`src/rtl/imm_pkg.sv`:
```
// Shared types for the ID->EX immediate-extension pipeline: extension modes and skid-buffer states.
package imm_pkg;

    typedef enum logic [1:0] {
        IMM_ZERO   = 2'd0,
        IMM_SIGN   = 2'd1,
        IMM_UPPER  = 2'd2,
        IMM_BRANCH = 2'd3
    } imm_mode_t;

    // EMPTY: M and S invalid; ONE: only M valid; TWO: M and S valid.
    typedef enum logic [1:0] {
        SKID_EMPTY = 2'd0,
        SKID_ONE   = 2'd1,
        SKID_TWO   = 2'd2
    } skid_state_t;

endpackage

```
`src/rtl/imm_ext_core.sv`:
```
// Combinational immediate extender (zero, sign, upper, branch offset).
// IMM_BRANCH_SHIFT_EN defined: mode 3 is sign-extend then shift left by 2; otherwise mode 3 equals mode 1.
module imm_ext_core
    import imm_pkg::*;
#(
    parameter int IN_W  = 16,
    parameter int OUT_W = 32
) (
    input  logic [IN_W-1:0]  i_imm,
    input  imm_mode_t        i_mode,
    output logic [OUT_W-1:0] o_ext
);

    logic [OUT_W-1:0] w_sext;

    assign w_sext = {{(OUT_W-IN_W){i_imm[IN_W-1]}}, i_imm};

    always_comb begin
        // NOTE: o_ext gets a value before the case so no path leaves it unassigned and no latch is inferred.
        o_ext = w_sext;
        case (i_mode)
            IMM_ZERO:   o_ext = {{(OUT_W-IN_W){1'b0}}, i_imm};
            IMM_SIGN:   o_ext = w_sext;
            IMM_UPPER:  o_ext = {i_imm, {(OUT_W-IN_W){1'b0}}};
`ifdef IMM_BRANCH_SHIFT_EN
            IMM_BRANCH: o_ext = w_sext << 2;
`else
            IMM_BRANCH: o_ext = w_sext;
`endif
        endcase
    end

endmodule

```
`src/rtl/imm_ext_pipe.sv`:
```
// Registered immediate extender with a two-entry skid buffer and synchronous flush (ID->EX path).
// IMM_BRANCH_SHIFT_EN selects branch-offset behaviour for mode 3 inside imm_ext_core. Requires OUT_W >= IN_W+2.
module imm_ext_pipe
    import imm_pkg::*;
#(
    parameter int IN_W  = 16,
    parameter int OUT_W = 32,
    parameter int TAG_W = 5
) (
    input  logic             clk,
    input  logic             reset_n,
    input  logic             flush,
    input  logic             in_valid,
    output logic             in_ready,
    input  logic [IN_W-1:0]  in_imm,
    input  logic [1:0]       in_mode,
    input  logic [TAG_W-1:0] in_tag,
    output logic             out_valid,
    input  logic             out_ready,
    output logic [OUT_W-1:0] out_data,
    output logic [TAG_W-1:0] out_tag
);

    skid_state_t      r_state;
    skid_state_t      w_state_nxt;
    logic [OUT_W-1:0] r_m_data;
    logic [TAG_W-1:0] r_m_tag;
    logic [OUT_W-1:0] r_s_data;
    logic [TAG_W-1:0] r_s_tag;
    logic [OUT_W-1:0] w_ext;
    logic             w_accept;
    logic             w_pop;
    logic             w_load_m_in;
    logic             w_load_m_skid;
    logic             w_load_s;

    imm_ext_core #(
        .IN_W  (IN_W),
        .OUT_W (OUT_W)
    ) u_core (
        .i_imm  (in_imm),
        .i_mode (imm_mode_t'(in_mode)),
        .o_ext  (w_ext)
    );

    // Both handshake outputs decode the state register only, so in_ready never depends on out_ready.
    assign out_valid = (r_state != SKID_EMPTY);
    assign in_ready  = (r_state != SKID_TWO);
    assign out_data  = r_m_data;
    assign out_tag   = r_m_tag;

    assign w_accept = in_valid & in_ready;
    assign w_pop    = out_valid & out_ready;

    always_comb begin
        w_state_nxt   = r_state;
        w_load_m_in   = 1'b0;
        w_load_m_skid = 1'b0;
        w_load_s      = 1'b0;
        if (flush) begin
            w_state_nxt = SKID_EMPTY;
        end else begin
            case (r_state)
                SKID_EMPTY: begin
                    if (w_accept) begin
                        w_state_nxt = SKID_ONE;
                        w_load_m_in = 1'b1;
                    end
                end
                SKID_ONE: begin
                    if (w_accept && !w_pop) begin
                        w_state_nxt = SKID_TWO;
                        w_load_s    = 1'b1;
                    end else if (w_accept && w_pop) begin
                        w_load_m_in = 1'b1;
                    end else if (w_pop) begin
                        w_state_nxt = SKID_EMPTY;
                    end
                end
                SKID_TWO: begin
                    if (w_pop) begin
                        w_state_nxt   = SKID_ONE;
                        w_load_m_skid = 1'b1;
                    end
                end
                default: w_state_nxt = SKID_EMPTY;
            endcase
        end
    end

    // NOTE: sequential state uses non-blocking assignments so every register samples pre-edge values.
    always_ff @(posedge clk or negedge reset_n) begin
        if (!reset_n) begin
            r_state <= SKID_EMPTY;
        end else begin
            r_state <= w_state_nxt;
        end
    end

    // NOTE: payload registers are reset too, because out_data/out_tag must read 0 and S must be clear after reset.
    always_ff @(posedge clk or negedge reset_n) begin
        if (!reset_n) begin
            r_m_data <= '0;
            r_m_tag  <= '0;
            r_s_data <= '0;
            r_s_tag  <= '0;
        end else begin
            if (w_load_m_in) begin
                r_m_data <= w_ext;
                r_m_tag  <= in_tag;
            end else if (w_load_m_skid) begin
                r_m_data <= r_s_data;
                r_m_tag  <= r_s_tag;
            end
            if (w_load_s) begin
                r_s_data <= w_ext;
                r_s_tag  <= in_tag;
            end
        end
    end

endmodule
```
`config.mk`:
```
export PLATFORM = sky130hd
export DESIGN_NAME = imm_ext_pipe
export DESIGN_NICKNAME = d
export VERILOG_FILES = /design/src/rtl/imm_pkg.sv /design/src/rtl/imm_ext_core.sv /design/src/rtl/imm_ext_pipe.sv
export SDC_FILE = /design/constraint.sdc
export NUM_CORES = 1
export LEC_CHECK = 0
export BUFFER_PORTS_ARGS = -buffer_cell sky130_fd_sc_hd__buf_2
export CAP_MARGIN = 20
export CORE_MARGIN = 2
export CORE_UTILIZATION = 40
export CTS_BUF_LIST = sky130_fd_sc_hd__clkbuf_4
export CTS_CLUSTER_SIZE = 25
export DETAILED_ROUTE_END_ITERATION = 12
export HOLD_SLACK_MARGIN = 0.1
export SYNTH_ARGS = -nofsm -noshare
export SYNTH_HDL_FRONTEND = slang
export SYNTH_HIERARCHICAL = 1
export SYNTH_SLANG_ARGS = --single-unit
```
`constraint.sdc`:
```
create_clock -name clk -period 2.2 [get_ports clk]
set_input_delay 0.33 -clock clk [delete_from_list [all_inputs] [get_ports clk]]
set_output_delay 0.33 -clock clk [all_outputs]
set_load 0.02 [all_outputs]
```
Yosys cells after proc, flatten, opt, wreduce, memory -nomap -nowiden

Cells that the tools add are included.

Register bits: 76
Output and inout port bits: 39
Word-level logic and storage cells: 49

Equal/unequal tests: 10
Muxes and demuxes: 23
Bitwise logic cells: 2
Reduce and logical (&&, ||, !) cells: 9

Operator list:

| kind                                                                  | count |
|---|---|
| 32-bit case mux with 3 select lines                                   | 1 |
| 32-bit 2-to-1 mux                                                     | 2 |
| 2-bit 2-to-1 mux                                                      | 6 |
| 1-bit 2-to-1 mux                                                      | 10 |
| 5-bit 2-to-1 mux                                                      | 2 |
| 4-bit inequality test, second input constant                          | 2 |
| 2-bit equality test, second input constant                            | 3 |
| 3-bit inequality test, second input constant                          | 2 |
| 2-bit case mux with 3 select lines                                    | 1 |
| 2-bit by 1-bit equality test with 1-bit output, second input constant | 2 |
| 2-bit logical NOT                                                     | 2 |
| 4-bit AND reduction                                                   | 1 |
| 2-bit nonzero test                                                    | 2 |
| 1-bit bitwise AND                                                     | 2 |
| 1-bit logical AND                                                     | 2 |
| 2-bit inequality test, second input constant                          | 1 |
| 1-bit case mux with 2 select lines                                    | 1 |
| 2-bit OR reduction                                                    | 1 |
| 1-bit logical NOT                                                     | 1 |

Logic depth before layout (Yosys ltp)

Word-level depth: 8
Depth in mapped cells: 5
Depth with buffers taken out: 3

Cells and area by module

The synthesis kept the hierarchy.

Modules (own cells, without submodules):

| module       | times used | cells an instance | area each (µm²) | sequential area each (µm²) |
|---|---|---|---|---|
| imm_ext_pipe | 1          | 213               | 3614.7          | 1901.8 |
| imm_ext_core | 1          | 39                | 292.8           | 0.0 |

Least setup slack after synthesis

Ideal clock, no wire load.

Path type: register to register
Start: reg r_state[0]
End: reg r_m_data[0] (netlist: out_data[0])
Arrival: 1514 ps
Data required time: 2075 ps
Setup slack: 561 ps
Cell stages (with the launch flop): 6
Path through: dfrtp_1 and4bb_1 buf_6 buf_8 mux2_4 mux2_4

Cells in the longest elaborated chain, start to end: 8
Elaborated cells on any way between the ends: 20

RTL lines:

| what                                                        | RTL line                               | text |
|---|---|---|
| start, declared                                             | imm_ext_pipe.sv:24                     | `skid_state_t r_state;` |
| start signal, assigned                                      | imm_ext_pipe.sv:96                     | `r_state <= w_state_nxt;` |
| 2-bit inequality test or 2-bit nonzero test (tied branches) | imm_ext_pipe.sv:48, imm_ext_pipe.sv:47 |  |
| 1-bit bitwise AND (on tied branches)                        | imm_ext_pipe.sv:52, imm_ext_pipe.sv:53 |  |
| 1-bit logical AND or 1-bit logical NOT (tied branches)      | imm_ext_pipe.sv:74, imm_ext_pipe.sv:71 |  |
| 1-bit 2-to-1 mux or 1-bit logical AND (tied branches)       | imm_ext_pipe.sv:74, imm_ext_pipe.sv:71 |  |
| 1-bit 2-to-1 mux                                            | imm_ext_pipe.sv:71                     | `if (w_accept && !w_pop) begin` |
| 1-bit case mux with 2 select lines                          | imm_ext_pipe.sv:63                     | `case (r_state)` |
| 1-bit 2-to-1 mux                                            | imm_ext_pipe.sv:60                     | `if (flush) begin` |
| 32-bit 2-to-1 mux or 2-bit nonzero test (tied branches)     | --                                     |  |
| end signal, assigned                                        | imm_ext_pipe.sv:109                    | `r_m_data <= w_ext;` |
| end signal, assigned                                        | imm_ext_pipe.sv:112                    | `r_m_data <= r_s_data;` |
| end, declared                                               | imm_ext_pipe.sv:26                     | `logic [OUT_W-1:0] r_m_data;` |

Several ways; a longest one is shown, not always the timed one.
A chain may end at the register's enable or synchronous reset.

Worst setup path after layout

Start: in flush
End: reg r_m_data[5] (netlist: out_data[5])

Cells in the longest elaborated chain, start to end: 2
Elaborated cells on any way between the ends: 4

RTL lines:

| what                                                    | RTL line           | text |
|---|---|---|
| start, declared                                         | imm_ext_pipe.sv:12 | `input logic flush,` |
| 1-bit 2-to-1 mux                                        | imm_ext_pipe.sv:60 |  |
| 32-bit 2-to-1 mux or 2-bit nonzero test (tied branches) | --                 |  |

Several ways; a longest one is shown, not always the timed one.

==> reports/results.txt <==
# IOs: 67
Gr ovfl total: 0
Sequential cell area fraction in the yosys report: 48.67%
Chip height: 102.8 um
Worst Hold Class: in -> reg
Clk pwr share: 23.6%
Power Internal: 0.002809 W
Leak: 2.274 nW
Layout cell share with drive strength beyond 1: 62.96%
TritonCTS clock tree: done
Area growth syn-to-layout: 14.63%
Share of the synthesized area in the top cell type: 48.67%
Synth Net Count: 280
Critical path's slowest cell: dlygate4sd3_1
GRT Total Usage: 15.77%
DP Cell Count: 440
Combinational power share: 28.2%
GP Congestion: 0.7123
Worst VDD drop: 0.3699 mV
Critical Path End Type: register
WL final: 7693 um
Share of power burned in registers: 48.2%
Sw frac: 28.66%
PortBufs: 66
Routed wl met2: 3649 um
CP Cell Sequence: dlygate4sd3_1 > buf_2 > and4bb_2 > buf_12 > mux2_2 > mux2_2
RSZ-0062 raised after global routing: no
Count of cell types in the netlist: 26
Worst EP required: 2.50 ns
Starting Density: 40.54%
Delay of the slowest critical-path stage: 0.53 ns
Routed Antenna Nets: 0
Biggest area consumer among synthesized cells: dfrtp_1
Synth Register Bits: 76
Residual DRC: 0
Final setup TNS: 0 ns
Placement Rows: 36
Min cycle time layout: 1.965 ns
Die ar.: 0.01058 mm^2
Wire length of the first global-routing pass: 12,520 um
Root Buffer: clkbuf_4
Final nets: 348
Pwr/cell area: 878.9 mW/mm^2
Max Fclk: 0.5089 GHz
Worst Setup Start Kind: primary input
Largest net degree at the start of global routing: 44
Yosys Warn Count: 6
Clock transition at path regs: 0.13 ns
Core Area: 0.009639 mm^2
Hpwl dp: 4750 um
M1 WL: 3590 um
Cell Count, Final, Fillers Out: 457
# diodes: 0
Final setup fails: 0
Max-cap violations: 0
Via/cell ratio: 4.934
CP arrival: 2.26 ns
Mapped Cells: 252
Setup Skew: 0.01773 ns
Slew at the pin with the worst max-slew slack: 0.7122 ns
Synth top area cells: dfrtp_1 (49%), mux2_4 (23%), mux2_2 (15%)
Max_slew headroom: 52.52%
Synth Cell Area: 0.003907 mm^2
Critical path fanouts, max: 37
CP dominant cell by count: mux2_2
CTS Buf Count: 9
Avg WL per Cell: 16.83 um
Pre-Repair DR Iteration Count: 5
Die Wd: 102.8 um
Top routing layer used: met4
Vias in the first global route: 2,375
Final hold vios: 0
Outcome: finished, final reports clean
Longest Clk Path Bufs: 2
Initial antenna violation count: 0
Fin crit share: 89.31%
Vias: 2,255
Routed wl met3: 408 um
CTS H-Tree Depth: 3
Pins Over Slew Limit: 0
Iteration-0 DRC Markers: 46
Avg Synthesized Cell Area: 15.51 um^2
Net switching power: 0.001128 W
Worst-skew pair later-pin latency: 0.41 ns
WS Path Type: in -> reg
Sink Count: 76
[path summary, 6_finish.rpt]
path	start	to	slack [ns]	cells after the start
min in group asynchronous	reset_n	r_s_tag[0]$_DFFE_PN0P_	0.43	2
max in group asynchronous	reset_n	out_data[27]$_DFFE_PN0P_	1.15	3
worst min-delay path	in_tag[0]	out_tag[0]$_DFFE_PN0P_	0.15	2
worst max register to register	r_state[0]$_DFFE_PN0P_	out_data[5]$_DFFE_PN0P_	0.38	4
worst min register to register	r_s_data[4]$_DFFE_PN0P_	r_s_data[4]$_DFFE_PN0P_	0.52	1
worst max-delay path	flush	out_data[5]$_DFFE_PN0P_	0.24	6
[placed cells by master (no fill, tap or decap), drive strengths merged, types with 2 or more instances in the layout]
master,n
mux2,111
dfrtp,76
buf,70
and2,17
a21o,15
clkbuf,9
clkinv,3
nand2,2
nand3b,2
bufinv,2
dlygate4sd3,2
[synth_stat cells (all sizes together)]
cell    number
clkbuf       1
nand2b       1
o21ba        1
nand2        2
and2        17
inv          1
dfrtp       76
or3b         1
nand3b       2
and2b        1
nor3b        1
or2          1
o21ai        1
o21a         1
a21o        15
buf         14
a211oi       1
and4bb       1
nor2         1
mux2i        1
mux2       111
a21oi        1
[layer usage]
layer	up-vias	global-route usage (%)
li1	1034	-
met2	55	25.24
met3	5	5.153
met5	-	0
met1	1161	20.77
met4	0	4.150
[registers in the layout, indices dropped and copies added (netlist names)]
signal    cells
r_s_data     32
r_state       2
r_s_tag       5
out_tag       5
out_data     32
[power groups by stage]
stage / Sequential (W) / Clock [W] / Combinational, W
5_1_grt: 0.00194 / 0.00104 / 0.00120
3_3_place_gp: 0.00191 / 0 / 0.00110
6_report: 0.00190 / 0.000931 / 0.00111
4_1_cts: 0.00190 / 0.000973 / 0.00113
2_1_floorplan: 0.00206 / 0 / 0.000660
3_5_place_dp: 0.00193 / 0 / 0.00112
[stage by stage]
stage                     utilization, %  worst slack [ns]  cell area [um^2]  total power (W)  hold slack [ns]
after floorplan                        -            0.5607              3908         0.002719          0.03441
after global placement             44.73            0.3794              4312         0.003015           0.3729
after detailed placement           44.73            0.3507              4312         0.003049           0.3692
after CTS                          46.47            0.2675              4479         0.004002           0.1156
after global routing               46.47            0.1851              4479         0.004178           0.1006
final                              46.47            0.2352              4479         0.003937           0.1522
[layout make-up]
class	count	area, um^2
Tap cell	133	166.4
Timing Repair Buffer	72	420.4
Sequential cell	76	1902
Clock buffer	9	67.56
Inverter	1	3.754
Multi-Input combinational cell	160	1839
Fill cell	901	5160
Clock inverter	6	80.08
[critical path, delay by kind of cell]
kind | cells | cell delay [ns]
muxes | 2 | 0.63
buffers and inverters | 3 | 0.96
and+or+nand+nor | 1 | 0.33
[cells by family (layout without fill, tap and decap cells)]
| group | Yosys count | after routing | share of synthesized area [%] |
|---|---|---|---|
| muxes | 112 | 112 | 38.01 |
| buffers and inverters | 16 | 88 | 4.451 |
| and+or+nand+nor | 28 | 28 | 4.899 |
| DFF | 76 | 76 | 48.67 |
| AOI/OAI and AO/OA | 20 | 20 | 3.971 |
[what timing repair did]
| item | CTS | global route |
|---|---|---|
| setup buffers | 0 | 0 |
| hold endpoints to repair | 43 | 0 |
| hold buffers | 2 | 0 |
| resized for setup | 0 | 0 |
(Power assumes the default switching activity.)
